[config.mk]
export PLATFORM = sky130hd
export DESIGN_NAME = ps2_keycode_rx
export DESIGN_NICKNAME = d
export VERILOG_FILES = /design/src/rtl/ps2_kb_pkg.sv /design/src/rtl/ps2_frame_rx.sv /design/src/rtl/ps2_keycode_rx.sv
export SDC_FILE = /design/constraint.sdc
export NUM_CORES = 1
export LEC_CHECK = 0
export ABC_CLOCK_PERIOD_IN_PS = 2970
export CORE_UTILIZATION = 55
export CTS_BUF_LIST = sky130_fd_sc_hd__clkbuf_16
export DETAILED_ROUTE_END_ITERATION = 7
export PLACE_DENSITY = 0.77
export SLEW_MARGIN = 20
export SYNTH_ARGS = -nofsm -noshare
export SYNTH_HDL_FRONTEND = slang
export SYNTH_SLANG_ARGS = --single-unit
[constraint.sdc]
create_clock -name Clk -period 2.97 [get_ports Clk]
set_clock_uncertainty 0.1 [all_clocks]
set_input_delay 0.297 -clock Clk [delete_from_list [all_inputs] [get_ports Clk]]
set_output_delay 0.297 -clock Clk [all_outputs]
set_load 0.01 [all_outputs]
[src/rtl/ps2_kb_pkg.sv]
// ps2_kb_pkg: frame states, set-2 scan codes and HID usage codes for the PS/2 keyboard front end.
package ps2_kb_pkg;
  typedef enum logic [1:0] {IDLE, DATA, PARITY, STOP} frame_state_t;
  localparam logic [7:0] SC_A     = 8'h1C;
  localparam logic [7:0] SC_D     = 8'h23;
  localparam logic [7:0] SC_SPACE = 8'h29;
  localparam logic [7:0] SC_LEFT  = 8'h6B;
  localparam logic [7:0] SC_RIGHT = 8'h74;
  localparam logic [7:0] SC_BREAK = 8'hF0;
  localparam logic [7:0] SC_EXT   = 8'hE0;
  localparam logic [7:0] HID_A     = 8'h04;
  localparam logic [7:0] HID_D     = 8'h07;
  localparam logic [7:0] HID_SPACE = 8'h2C;
  localparam logic [7:0] HID_NONE  = 8'h00;
  // Fixed priority A > D > Space when several keys are held.
  function automatic logic [7:0] hid_of(input logic [2:0] m);
    return m[0] ? HID_A : m[1] ? HID_D : m[2] ? HID_SPACE : HID_NONE;
  endfunction
  function automatic logic [2:0] mask_of(input logic [7:0] h);
    return h == HID_A ? 3'b001 : h == HID_D ? 3'b010 : h == HID_SPACE ? 3'b100 : 3'b000;
  endfunction
endpackage

[src/rtl/ps2_frame_rx.sv]
// ps2_frame_rx: synchronises PS/2 clock/data, deframes 11-bit frames and checks odd parity and stop bit.
// Defining PS2_TIMEOUT_EN adds a watchdog that abandons a stalled partial frame.
module ps2_frame_rx
  import ps2_kb_pkg::*;
#(
  parameter int SYNC_STAGES    = 2,
  parameter int TIMEOUT_CYCLES = 50000
) (
  input  logic       Clk,
  input  logic       Reset,
  input  logic       ps2_clk,
  input  logic       ps2_data,
  output logic       byte_valid,
  output logic [7:0] data_byte,
  output logic       frame_err
);
  logic [SYNC_STAGES-1:0] clk_sync, data_sync;
  logic clk_s, data_s, clk_prev, fall, frame_ok, timeout, par;
  logic [2:0] bit_cnt;
  frame_state_t state, state_n;
  assign clk_s    = clk_sync[SYNC_STAGES-1];
  assign data_s   = data_sync[SYNC_STAGES-1];
  assign fall     = clk_prev & ~clk_s;
  assign frame_ok = (^{data_byte, par}) & data_s;
  always_ff @(posedge Clk or negedge Reset)
    if (!Reset) state <= IDLE;
    else state <= state_n;
  always_comb begin
    state_n = state;
    if (timeout) state_n = IDLE;
    else if (fall)
      case (state)
        IDLE:    state_n = data_s ? IDLE : DATA;
        DATA:    state_n = bit_cnt == 3'd7 ? PARITY : DATA;
        PARITY:  state_n = STOP;
        default: state_n = IDLE;
      endcase
  end
  // Synchronisers reset to the idle-high line level so release never fakes an edge.
  always_ff @(posedge Clk or negedge Reset)
    if (!Reset) begin
      clk_sync   <= '1;
      data_sync  <= '1;
      clk_prev   <= 1'b1;
      bit_cnt    <= 3'd0;
      data_byte  <= 8'h00;
      par        <= 1'b0;
      byte_valid <= 1'b0;
      frame_err  <= 1'b0;
    end else begin
      clk_sync   <= {clk_sync[SYNC_STAGES-2:0], ps2_clk};
      data_sync  <= {data_sync[SYNC_STAGES-2:0], ps2_data};
      clk_prev   <= clk_s;
      byte_valid <= fall && state == STOP && frame_ok;
      frame_err  <= fall && state == STOP && !frame_ok;
      if (timeout) bit_cnt <= 3'd0;
      else if (fall && state == DATA) begin
        data_byte <= {data_s, data_byte[7:1]};
        bit_cnt   <= bit_cnt + 3'd1;
      end
      if (fall && state == PARITY) par <= data_s;
    end
`ifdef PS2_TIMEOUT_EN
  localparam int WW = $clog2(TIMEOUT_CYCLES);
  logic [WW-1:0] wdog;
  always_ff @(posedge Clk or negedge Reset)
    if (!Reset) wdog <= '0;
    else wdog <= (state == IDLE || fall) ? '0 : wdog + 1'b1;
  assign timeout = state != IDLE && !fall && wdog == WW'(TIMEOUT_CYCLES - 1);
`else
  assign timeout = 1'b0;
`endif
endmodule

[src/rtl/ps2_keycode_rx.sv]
// ps2_keycode_rx: PS/2 set-2 keyboard to held HID keycode (A, D, Space, arrows), tracking E0/F0 prefixes.
// Optional frame watchdog enabled by defining PS2_TIMEOUT_EN.
module ps2_keycode_rx
  import ps2_kb_pkg::*;
#(
  parameter int SYNC_STAGES    = 2,
  parameter int TIMEOUT_CYCLES = 50000
) (
  input  logic       Clk,
  input  logic       Reset,
  input  logic       ps2_clk,
  input  logic       ps2_data,
  output logic [7:0] keycode,
  output logic [2:0] key_mask,
  output logic       frame_err
);
  logic       byte_valid, brk, ext, is_brk, is_ext;
  logic [7:0] code, keycode_n;
  logic [2:0] hit, mask_n, made;
  ps2_frame_rx #(.SYNC_STAGES(SYNC_STAGES), .TIMEOUT_CYCLES(TIMEOUT_CYCLES)) u_frame (
    .Clk(Clk), .Reset(Reset), .ps2_clk(ps2_clk), .ps2_data(ps2_data),
    .byte_valid(byte_valid), .data_byte(code), .frame_err(frame_err)
  );
  assign is_brk = code == SC_BREAK;
  assign is_ext = code == SC_EXT;
  assign hit = {~ext & (code == SC_SPACE),
                (~ext & (code == SC_D)) | (ext & (code == SC_RIGHT)),
                (~ext & (code == SC_A)) | (ext & (code == SC_LEFT))};
  assign mask_n = (byte_valid && !is_brk && !is_ext) ? (brk ? key_mask & ~hit : key_mask | hit) : key_mask;
  assign made = mask_n & ~key_mask;
  // A fresh make wins; losing the active key falls back by priority; anything else holds.
  assign keycode_n = |made ? hid_of(made) : |(mask_of(keycode) & ~mask_n) ? hid_of(mask_n) : keycode;
  always_ff @(posedge Clk or negedge Reset)
    if (!Reset) begin
      brk      <= 1'b0;
      ext      <= 1'b0;
      key_mask <= 3'b000;
      keycode  <= HID_NONE;
    end else begin
      if (byte_valid) begin
        brk <= is_brk | (is_ext & brk);
        ext <= is_ext | (is_brk & ext);
      end
      key_mask <= mask_n;
      keycode  <= keycode_n;
    end
endmodule

==> results of run 1 <==
state kept, by name, summed over array words and instances (netlist names):
register	flops
u_frame.clk_prev	1
u_frame.clk_sync	2
u_frame.data_byte	8
brk	1
u_frame.par	1
u_frame.data_sync	2
keycode	3
u_frame.state	2
ext	1
u_frame.frame_err	1
key_mask	3
u_frame.byte_valid	1
u_frame.bit_cnt	3
cell usage in the layout (no fill, tap or decap), types with 2 or more instances in the layout:
master,synthesis,routed
o21a_1,2,2
conb_1,1,3
a211oi_1,2,2
nand4bb_1,2,2
a31oi_1,4,4
clkbuf_16,0,5
dfstp_2,5,5
mux2_2,7,7
o32a_1,2,2
nand2_1,11,11
xnor2_1,7,7
and3_1,3,3
ha_1,2,2
nand3_1,4,4
o21ai_0,9,9
a21oi_1,6,6
clkdlybuf4s50_1,0,12
dfrtp_1,24,24
inv_1,12,13
o31ai_1,2,2
buf_4,5,2
and4_1,2,2
nor2_1,4,4
xor2_1,2,2
o211ai_2,2,2
report_power, final:
part	switching, W	leakage [nW]	internal (W)
Combinational	0.000237	0.352	0.000258
Clock	0.000163	0.0850	0.000389
Sequential	0.000145	0.366	0.000496
Total	0.000545	0.803	0.00114
path summary, 6_finish.rpt:
check	start	to	slack, ns	depth (start not counted)
max in group asynchronous	Reset	u_frame.data_sync[1]	2.15	2
hold reg to reg	u_frame.data_sync[0]	u_frame.data_sync[1]	0.25	0
setup / recovery	u_frame.data_byte[6]	keycode[3]	0.63	6
hold / removal	u_frame.data_sync[0]	u_frame.data_sync[1]	0.25	0
setup reg to reg	u_frame.data_byte[6]	keycode[3]	0.63	6
min in group asynchronous	Reset	u_frame.data_byte[5]	0.30	2
kinds of logic (layout without fill, tap and decap cells):
group                    Yosys count  in the layout
AO/OA/AOI/OAI                     38             38
XOR/XNOR                           9              9
adder cells (fa/ha/maj)            2              2
buffers and inverters             22             35
flip-flops                        29             29
multiplexers                      10             10
other                              1              3
AND/OR/NAND/NOR                   42             42
per-stage QoR:
| stage | hold slack, ns | setup WS (ns) | cell area [sq um] | util (%) |
|---|---|---|---|---|
| after global placement | 0.246 | 0.724 | 1760 | 63.2 |
| final | 0.253 | 0.631 | 1920 | 69.1 |
| after detailed placement | 0.247 | 0.657 | 1760 | 63.2 |
| after floorplan | -0.0986 | 0.863 | 1640 | - |
| after global routing | 0.255 | 0.432 | 1920 | 69.1 |
| after CTS | 0.254 | 0.602 | 1920 | 69.1 |
routing by layer:
metal / vias to the layer above / GRT usage [%] / wire length (um)
li1: 580 / - / -
met1: 574 / 26.9 / 1320
met2: 44 / 34.8 / 1410
met3: 18 / 9.91 / 217
met4: 0 / 13.9 / 125
met5: - / 0 / 0
cell usage after synthesis (all sizes together) (3+ instances only):
cell,instances
xnor2,7
inv,13
buf,6
and3,3
nor3,3
mux2,8
o21ai,10
dfrtp,24
a21oi,6
nand2,11
nand3,5
nor2,5
clkbuf,3
a31oi,4
dfstp,5
final cells by class:
class / instances / area share [%]
clock buffer: 5 / 6.51
inverter: 13 / 2.54
multi-input combinational: 104 / 41.8
sequential: 29 / 38.1
clock inverter: 3 / 2.02
timing repair buffer: 14 / 7.03
tap: 31 / 2.02
==> key figures, run 1 <==
Run status
  • Status: finished clean

Yosys
  • Asr flop ratio synth: 100%
  • Synth area leader: dfrtp_1
  • Largest cells by area after synthesis: dfrtp_1 (37%), dfstp_2 (8.0%), mux2_2 (4.8%)
  • Main flop type after synthesis: dfrtp_1
  • Post-Synth Simple-Gate Area: 17.6%
  • Post-synthesis adder-cell area fraction: 1.53%
  • Flops & latches, synth: 29
  • YS warnings: 0
  • Number of synthesized flops with an enable pin: 0
  • Post-synthesis sequential area ratio: 44.7%
  • Synth top area share: 36.7%
  • Mux share of post-synthesis cell area: 6.96%
  • Synth Area in XOR/XNOR: 4.82%
  • Synth Instances: 153
  • Largest family of logic cells by synthesized area: simple AND/OR/NAND/NOR gates
  • Syn_area_per_cell: 10.7 sq um
  • Post-synth cell types: 54
  • Post-synthesis compound-gate area fraction: 17.5%
  • Synthesized area: 0.00164 sq mm

Timing
  • Fin. max-slew vios: 0
  • Fmax: 0.428 GHz
  • Period utilization: 78.7%
  • Fin crit period: 2.34 ns
  • RSZ-0062 raised after global routing: false
  • Setup TNS: 0 ns
  • Final setup viols: 0
  • Final hold vios: 0

Clock network
  • Clock sinks: 29
  • Clk_lat worst skew: 0.27 ns
  • Post-CTS Hold Buffers: 0
  • H-tree levels: 2
  • Clock-pin slew on the worst setup and hold paths: 0.05 ns
  • Post-CTS setup buffers: 0
  • CTS Buf Count: 5
  • CTS resizes: 0
  • Longest Clk Path Bufs: 2
  • CTS tree: yes
  • Clock root buffer: clkbuf_16

Floorplanning
  • Core region area: 0.00278 sq mm
  • Die Footprint: 0.00320 sq mm
  • I/O pin total: 16
  • Row count: 19
  • Starting Density: 58.8%
  • Die Y: 56.6 um
  • Die X: 56.6 um

Finish
  • Multi-input combinational cell area: 803 sq um
  • Layout net count: 173
  • Antenna cells: 0
  • Area growth, synth to finish: 17.4%
  • Non-filler instance count after layout: 199
  • Share of cells above drive strength 1: 20.8%
  • Register area: 732 sq um
  • Fill count: 200

Route
  • 1st-iter DRT viols: 40
  • # DRC: 0
  • Final ANT Viol Nets: 0
  • Routed WL: 3070 um
  • Via density: 6.11
  • Wire per inst: 15.4 um
  • Pre-antenna DRT Iters: 4
  • Via count: 1216

GRT
  • Pin count of the biggest net entering global routing: 30
  • Global-route wire length before repair: 5470 um
  • GR Overflow Total: 0
  • All-layer global routing usage: 23.0%
  • Vias in the first global route: 1201
  • Initial antenna violation count: 0

Placed design
  • Placer Congestion: 0.846
  • Placed insts: 191
  • DP HPWL: 2140 um
  • PortBufs: 12

Critical path
  • Crit Path Category: reg2reg
  • Critical Path RT: 3.02 ns
  • Worst Path Arrival: 2.39 ns
  • Critical path cell sequence: nor3_4, nor4b_4, nor2_2, a2bb2oi_2, a221oi_2, mux2_1
  • Maximum fanout along the worst path: 6
  • Slowest CP cell: dfrtp_1
  • Worst setup SP type: flip-flop
  • Crit end category: flip-flop
  • CP bufs+invs: 0
  • Max incr delay on CP: 0.45 ns
  • CP delay by family, top: simple AND/OR/NAND/NOR gates

Pwr
  • Leakage: 0.803 nW
  • Peak supply drop: 0.705 mV
  • P per Cell Area: 878 mW/mm^2
  • Pwr Total: 0.00169 W

Min path
  • Hold Path Class: reg2reg

Run
  • Maxcap violations: 0
No activity file was read; power rests on OpenSTA's default activity.
==> run 2, diff against run 1 <==
--- a/config.mk
+++ b/config.mk
@@ -5,11 +5,11 @@
 export SDC_FILE = /design/constraint.sdc
 export NUM_CORES = 1
 export LEC_CHECK = 0
-export ABC_CLOCK_PERIOD_IN_PS = 2970
-export CORE_UTILIZATION = 55
+export ABC_CLOCK_PERIOD_IN_PS = 2100
+export CORE_UTILIZATION = 51
 export CTS_BUF_LIST = sky130_fd_sc_hd__clkbuf_16
 export DETAILED_ROUTE_END_ITERATION = 7
-export PLACE_DENSITY = 0.77
+export PLACE_DENSITY = 0.75
 export SLEW_MARGIN = 20
 export SYNTH_ARGS = -nofsm -noshare
 export SYNTH_HDL_FRONTEND = slang
==> constraint.sdc (replaced) <==
create_clock -name Clk -period 2.1 [get_ports Clk]
set_clock_uncertainty 0.1 [all_clocks]
set_input_delay 0.21 -clock Clk [delete_from_list [all_inputs] [get_ports Clk]]
set_output_delay 0.21 -clock Clk [all_outputs]
set_load 0.01 [all_outputs]
==> run 2 against run 1 <==
Effect of this change: clock power increased by 20%; maximum frequency up 6.9%; total power grew 50%; the run now ends with negative setup slack left; worst hold slack got worse by 0.042 ns.
==> key figures, run 2 (synthesized netlist as in run 1, its figures left out) <==
Run status
  • Status: finished with violations
  • Failing checks: negative setup slack

Finish
  • Multi-input combinational cell area: 828 sq um (+3.1%)
  • Final Cell Area: 0.00214 sq mm (+12%)
  • Share of cells above drive strength 1: 34.9% (+14 points)
  • Final core occ: 70.2% (+1.1 points)
  • Layout net count: 200 (+16%)
  • Largest Register: u_frame.data_byte
  • Fill count: 232 (+16%)
  • Area growth, synth to finish: 31.0%
  • Register area: 736 sq um (+0.51%)
  • Antenna cells: 0 (unchanged)
  • Commonest non-fill, non-tap cell in the layout: buf_4
  • Max reg flops: 8 (unchanged)
  • Most frequent cells in the layout: buf_4 (29), dfrtp_1 (21), inv_1 (12), clkdlybuf4s50_1 (12), nand2_1 (11)

Route
  • 1st-iter DRT viols: 49 (+23%)
  • # DRC: 0 (unchanged)
  • Final ANT Viol Nets: 0 (unchanged)
  • Via density: 5.62 (-8.1%)
  • Pre-antenna DRT Iters: 4 (unchanged)
  • Via count: 1342 (+10%)
  • Routed WL: 3870 um (+26%)
  • Wire per inst: 16.2 um (+4.9%)

Critical path
  • Crit end category: flip-flop
  • Critical Path RT: 2.15 ns (-0.87 ns)
  • CP delay by family, top: simple AND/OR/NAND/NOR gates
  • Worst Path Arrival: 2.24 ns (-0.15 ns)
  • Max incr delay on CP: 0.45 ns (about the same)
  • Slowest CP cell: dfrtp_2
  • Critical path cell sequence: nand4bb_1, nor3_2, nor2_2, a2bb2oi_2, a221oi_2, mux2_1
  • Worst setup SP type: flip-flop
  • CP bufs+invs: 0 (unchanged)
  • Maximum fanout along the worst path: 5 (-1)
  • Crit Path Category: reg2reg

Clock network
  • Clock-pin slew on the worst setup and hold paths: 0.05 ns (about the same)
  • Clk_lat worst skew: 0.28 ns (about the same)
  • Clock sinks: 29 (unchanged)
  • CTS tree: yes
  • H-tree levels: 2 (unchanged)
  • CTS Buf Count: 5 (unchanged)
  • Post-CTS Hold Buffers: 0 (unchanged)
  • Clock root buffer: clkbuf_16
  • Longest Clk Path Bufs: 2 (unchanged)

GRT
  • Vias in the first global route: 1396 (+16%)
  • All-layer global routing usage: 26.2% (+3.2 points)
  • Global-route wire length before repair: 6370 um (+16%)
  • Initial antenna violation count: 0 (unchanged)
  • Pin count of the biggest net entering global routing: 30 (unchanged)
  • GR Overflow Total: 0 (unchanged)

Min path
  • Hold Path Class: in2async

Timing
  • Final setup margin: -0.0882 ns (-0.719 ns)
  • Fmax: 0.457 GHz (+6.9%)
  • Period utilization: 104% (+25 points)
  • Final hold vios: 0 (unchanged)
  • RSZ-0062 raised after global routing: true
  • Setup TNS: -0.127 ns (-0.127 ns)
  • Fin. max-slew vios: 0 (unchanged)
  • Final setup viols: 3 (+3)
  • Fin crit period: 2.19 ns (-0.151 ns)

Floorplanning
  • Die X: 58.6 um (+3.7%)
  • Die Footprint: 0.00344 sq mm (+7.5%)
  • Die Y: 58.6 um (+3.7%)
  • Row count: 20 (+1)
  • Starting Density: 53.6% (-5.2 points)
  • I/O pin total: 16 (unchanged)
  • Core region area: 0.00305 sq mm (+9.8%)

Pwr
  • P per Cell Area: 1180 mW/mm^2 (+35%)
  • Peak supply drop: 0.960 mV (+36%)
  • Pwr Total: 0.00254 W (+50%)
  • Leakage: 0.918 nW (+14%)

Placed design
  • DP HPWL: 2790 um (+30%)
  • PortBufs: 12 (unchanged)
  • Placer Congestion: 0.898 (+6.1%)
  • Setup WS pre-CTS: -0.104 ns (-0.760 ns)
  • DP Area: 0.00195 sq mm (+11%)

Run
  • Maxcap violations: 0 (unchanged)
## run 2: cell count changes in the layout (fill, tap and decap cells not counted), sizes merged
cell / delta
bufinv: -1
buf: +27
inv: -1
clkinv: +2
## run 2: layer usage
layer | track usage (%) | wire length [um]
met1 | 27.6 | 1520
met2 | 45.6 | 2000
met3 | 7.25 | 158
met4 | 17.7 | 194
met5 | 0 | 0
## run 2: path summary, 6_finish.rpt
| kind | from | to | slack (ns) | depth (start not counted) |
|---|---|---|---|---|
| setup reg to reg | u_frame.data_byte[4] | keycode[3] | -0.09 | 6 |
| max in group asynchronous | Reset | u_frame.clk_prev | 1.36 | 2 |
| min in group Clk | ps2_clk | u_frame.clk_sync[0] | 0.24 | 1 |
| hold / removal | Reset | u_frame.data_byte[2] | 0.21 | 2 |
| hold reg to reg | u_frame.clk_sync[0] | u_frame.clk_sync[1] | 0.26 | 0 |
| setup / recovery | u_frame.data_byte[4] | keycode[3] | -0.09 | 6 |
## run 2: layout make-up
class | instances | area share (%)
Clock buffer | 5 | 5.84
Timing Repair Buffer | 41 | 15.8
Clock inverter | 3 | 0.584
Inverter | 13 | 2.28
Multi-Input combinational cell | 104 | 38.6
Sequential cell | 29 | 34.3
Tap cell | 44 | 2.57
## run 2: report_power, final
group          total (W)  switching [W]  internal, W
combinational   0.000999       0.000474     0.000525
clock           0.000665       0.000238     0.000426
sequential      0.000873       0.000164     0.000709
total            0.00254       0.000876      0.00166
## run 2: repair_timing
action,in CTS,in global routing
resized for setup,4,2
pin swaps,6,5
setup endpoints to repair,3,3
buffers inserted,2,2
## run 2: per-stage QoR
step | cells | hold slack, ns
2_1_floorplan | 155 | -0.186
5_1_grt | 239 | 0.248
3_5_place_dp | 227 | 0.250
3_3_place_gp | 227 | 0.245
6_report | 239 | 0.211
4_1_cts | 237 | 0.232
==> run 3, diff against run 2 <==
--- a/config.mk
+++ b/config.mk
@@ -6,8 +6,8 @@
 export NUM_CORES = 1
 export LEC_CHECK = 0
 export ABC_CLOCK_PERIOD_IN_PS = 2100
+export CORE_ASPECT_RATIO = 1.1
 export CORE_UTILIZATION = 51
-export CTS_BUF_LIST = sky130_fd_sc_hd__clkbuf_16
 export DETAILED_ROUTE_END_ITERATION = 7
 export PLACE_DENSITY = 0.75
 export SLEW_MARGIN = 20
==> run 3 against run 2 <==
Effect of this change: the flow still finishes with violations (negative setup slack); combinational power is 4% higher; global-route usage is 4.0 points lower; total power is 7.1% lower; wire length is 6.7% lower; utilization is 0.99 points lower; sequential share of layout area is 0.49 points higher; clock-buffer cell count stayed put; critical path depth stayed put; critical path type unchanged; critical endpoint unchanged; largest power group unchanged.
==> key figures, run 3 (synthesized netlist as in run 1, its figures left out) <==
Finish
  • Multi-input combinational cell area: 847 sq um (+2.3%)
  • Area growth, synth to finish: 28.9%
  • Share of cells above drive strength 1: 37.1% (+2.2 points)
  • Non-filler instance count after layout: 231 (-3.3%)
  • Max reg flops: 8 (unchanged)
  • Layout net count: 202 (+1.0%)
  • Most frequent cells in the layout: buf_4 (31), dfrtp_1 (22), inv_1 (12), clkdlybuf4s50_1 (12), nand2_1 (11)
  • Largest Register: u_frame.data_byte
  • Commonest non-fill, non-tap cell in the layout: buf_4
  • Antenna cells: 0 (unchanged)
  • Register area: 734 sq um (-0.17%)
  • Fill count: 211 (-9.1%)

Route
  • Wire length on met3: 105 um (-34%)
  • Routed WL: 3610 um (-6.7%)
  • Pre-antenna DRT Iters: 4 (unchanged)
  • 1st-iter DRT viols: 43 (-12%)
  • M1 WL: 1520 um (+0.26%)
  • # DRC: 0 (unchanged)
  • Max Used Layer: met4
  • Final ANT Viol Nets: 0 (unchanged)
  • Wire per inst: 15.6 um (-3.5%)
  • Via density: 5.65 (+0.61%)
  • Via count: 1305 (-2.8%)
  • Met2 wire length: 1870 um (-6.5%)

Timing
  • Setup TNS: -0.0708 ns (+0.0567 ns)
  • Fin crit period: 2.17 ns (-0.0197 ns)
  • RSZ-0062 raised after global routing: true
  • Fmax: 0.461 GHz (+0.91%)
  • Fin. max-slew vios: 0 (unchanged)
  • Period utilization: 103% (-0.94 points)
  • Final setup margin: -0.0685 ns (+0.0197 ns)
  • Final hold vios: 0 (unchanged)
  • Final setup viols: 2 (-1)

GRT
  • Pin count of the biggest net entering global routing: 30 (unchanged)
  • GR Overflow Total: 0 (unchanged)
  • Vias in the first global route: 1286 (-7.9%)
  • Initial antenna violation count: 0 (unchanged)
  • All-layer global routing usage: 22.2% (-4.0 points)
  • Global-route wire length before repair: 5680 um (-11%)

Floorplanning
  • Die Y: 61.4 um (+4.7%)
  • Die X: 56.0 um (-4.5%)
  • Die Footprint: 0.00344 sq mm (about the same)
  • I/O pin total: 16 (unchanged)
  • Row count: 21 (+5.0%)
  • Starting Density: 53.7% (+0.088 points)
  • Core region area: 0.00305 sq mm (-0.16%)

Critical path
  • Crit Path Category: reg2reg
  • Crit end category: flip-flop
  • Worst setup SP type: flip-flop
  • Worst Path Arrival: 2.29 ns (+0.05 ns)
  • Critical R2R Launch: u_frame.data_byte[2]
  • CP delay by family, top: compound AO/OA/AOI/OAI gates
  • Critical Path Start: u_frame.data_byte[2]
  • Critical Path RT: 2.22 ns (+0.07 ns)
  • CP bufs+invs: 0 (unchanged)
  • Slowest CP cell: dfrtp_2
  • Maximum fanout along the worst path: 6 (+1)
  • Critical path cell sequence: and4bb_1, nand3_2, o311ai_4, o211ai_2, a221oi_2, mux2_1
  • Max incr delay on CP: 0.47 ns (+0.02 ns)

Clock network
  • CTS Buf Count: 5 (unchanged)
  • Clock root buffer: clkbuf_4
  • Longest Clk Path Bufs: 2 (unchanged)
  • H-tree levels: 2 (unchanged)
  • Clock sinks: 29 (unchanged)
  • Clk_lat worst skew: 0.34 ns (+0.06 ns)
  • CTS tree: yes
  • Clock-pin slew on the worst setup and hold paths: 0.10 ns (+0.05 ns)
  • Post-CTS Hold Buffers: 0 (unchanged)

Pwr
  • Pwr Total: 0.00236 W (-7.1%)
  • Leakage: 0.907 nW (-1.1%)
  • P per Cell Area: 1120 mW/mm^2 (-5.6%)
  • Peak supply drop: 0.932 mV (-2.9%)

Run status
  • Failing checks: negative setup slack
  • Status: finished with violations

Placed design
  • Placed insts: 218 (-4.0%)
  • DP HPWL: 2540 um (-8.6%)
  • PortBufs: 12 (unchanged)
  • Placer Congestion: 0.897 (-0.10%)

Min path
  • Hold Path Class: in2async

Run
  • Maxcap violations: 0 (unchanged)
-- run 3: report_power, final --
part	switching [W]	internal, W
registers	0.000150	0.000704
clock network	0.000213	0.000252
logic	0.000472	0.000566
total	0.000835	0.00152
-- run 3: stage by stage --
step	setup slack (ns)	utilization (%)	hold slack [ns]	instance area, sq um
after CTS	-0.0310	67.6	0.152	2060
after floorplan	0.00497	-	-0.186	1650
after global routing	-0.158	69.2	0.153	2110
after global placement	0.0269	63.8	0.245	1940
final	-0.0685	69.2	0.146	2110
after detailed placement	-0.0444	63.8	0.249	1940
-- run 3: layout make-up --
class                           instances  share of cell area (%)
Clock buffer                            5                    1.78
Clock inverter                          3                    2.19
Inverter                               13                    2.31
Multi-Input combinational cell        104                    40.2
Sequential cell                        29                    34.8
Tap cell                               34                    2.02
Timing Repair Buffer                   43                    16.7
-- run 3: timing repair --
item | in CTS | in global routing
endpoints found under the setup margin | 1 | 3
resized for setup | 5 | 4
hold endpoints to repair | 0 | 0
pin swaps | 4 | 9
buffers inserted | 1 | 4
-- run 3: worst paths after layout --
| kind | depth (start not counted) | to | slack, ns |
|---|---|---|---|
| worst max-delay path | 6 | keycode[3] | -0.07 |
| min in group Clk | 1 | u_frame.data_sync[0] | 0.16 |
| worst min-delay path | 2 | u_frame.data_byte[0] | 0.15 |
| worst max register to register | 6 | keycode[3] | -0.07 |
| max in group asynchronous | 2 | u_frame.clk_prev | 1.44 |
| worst min register to register | 0 | u_frame.data_sync[1] | 0.26 |
-- run 3: layer usage --
metal / global-route usage (%) / up-vias
met1: 24.2 / 637
met5: 0 / -
met3: 5.46 / 12
met2: 40.3 / 23
li1: - / 633
met4: 12.9 / 0
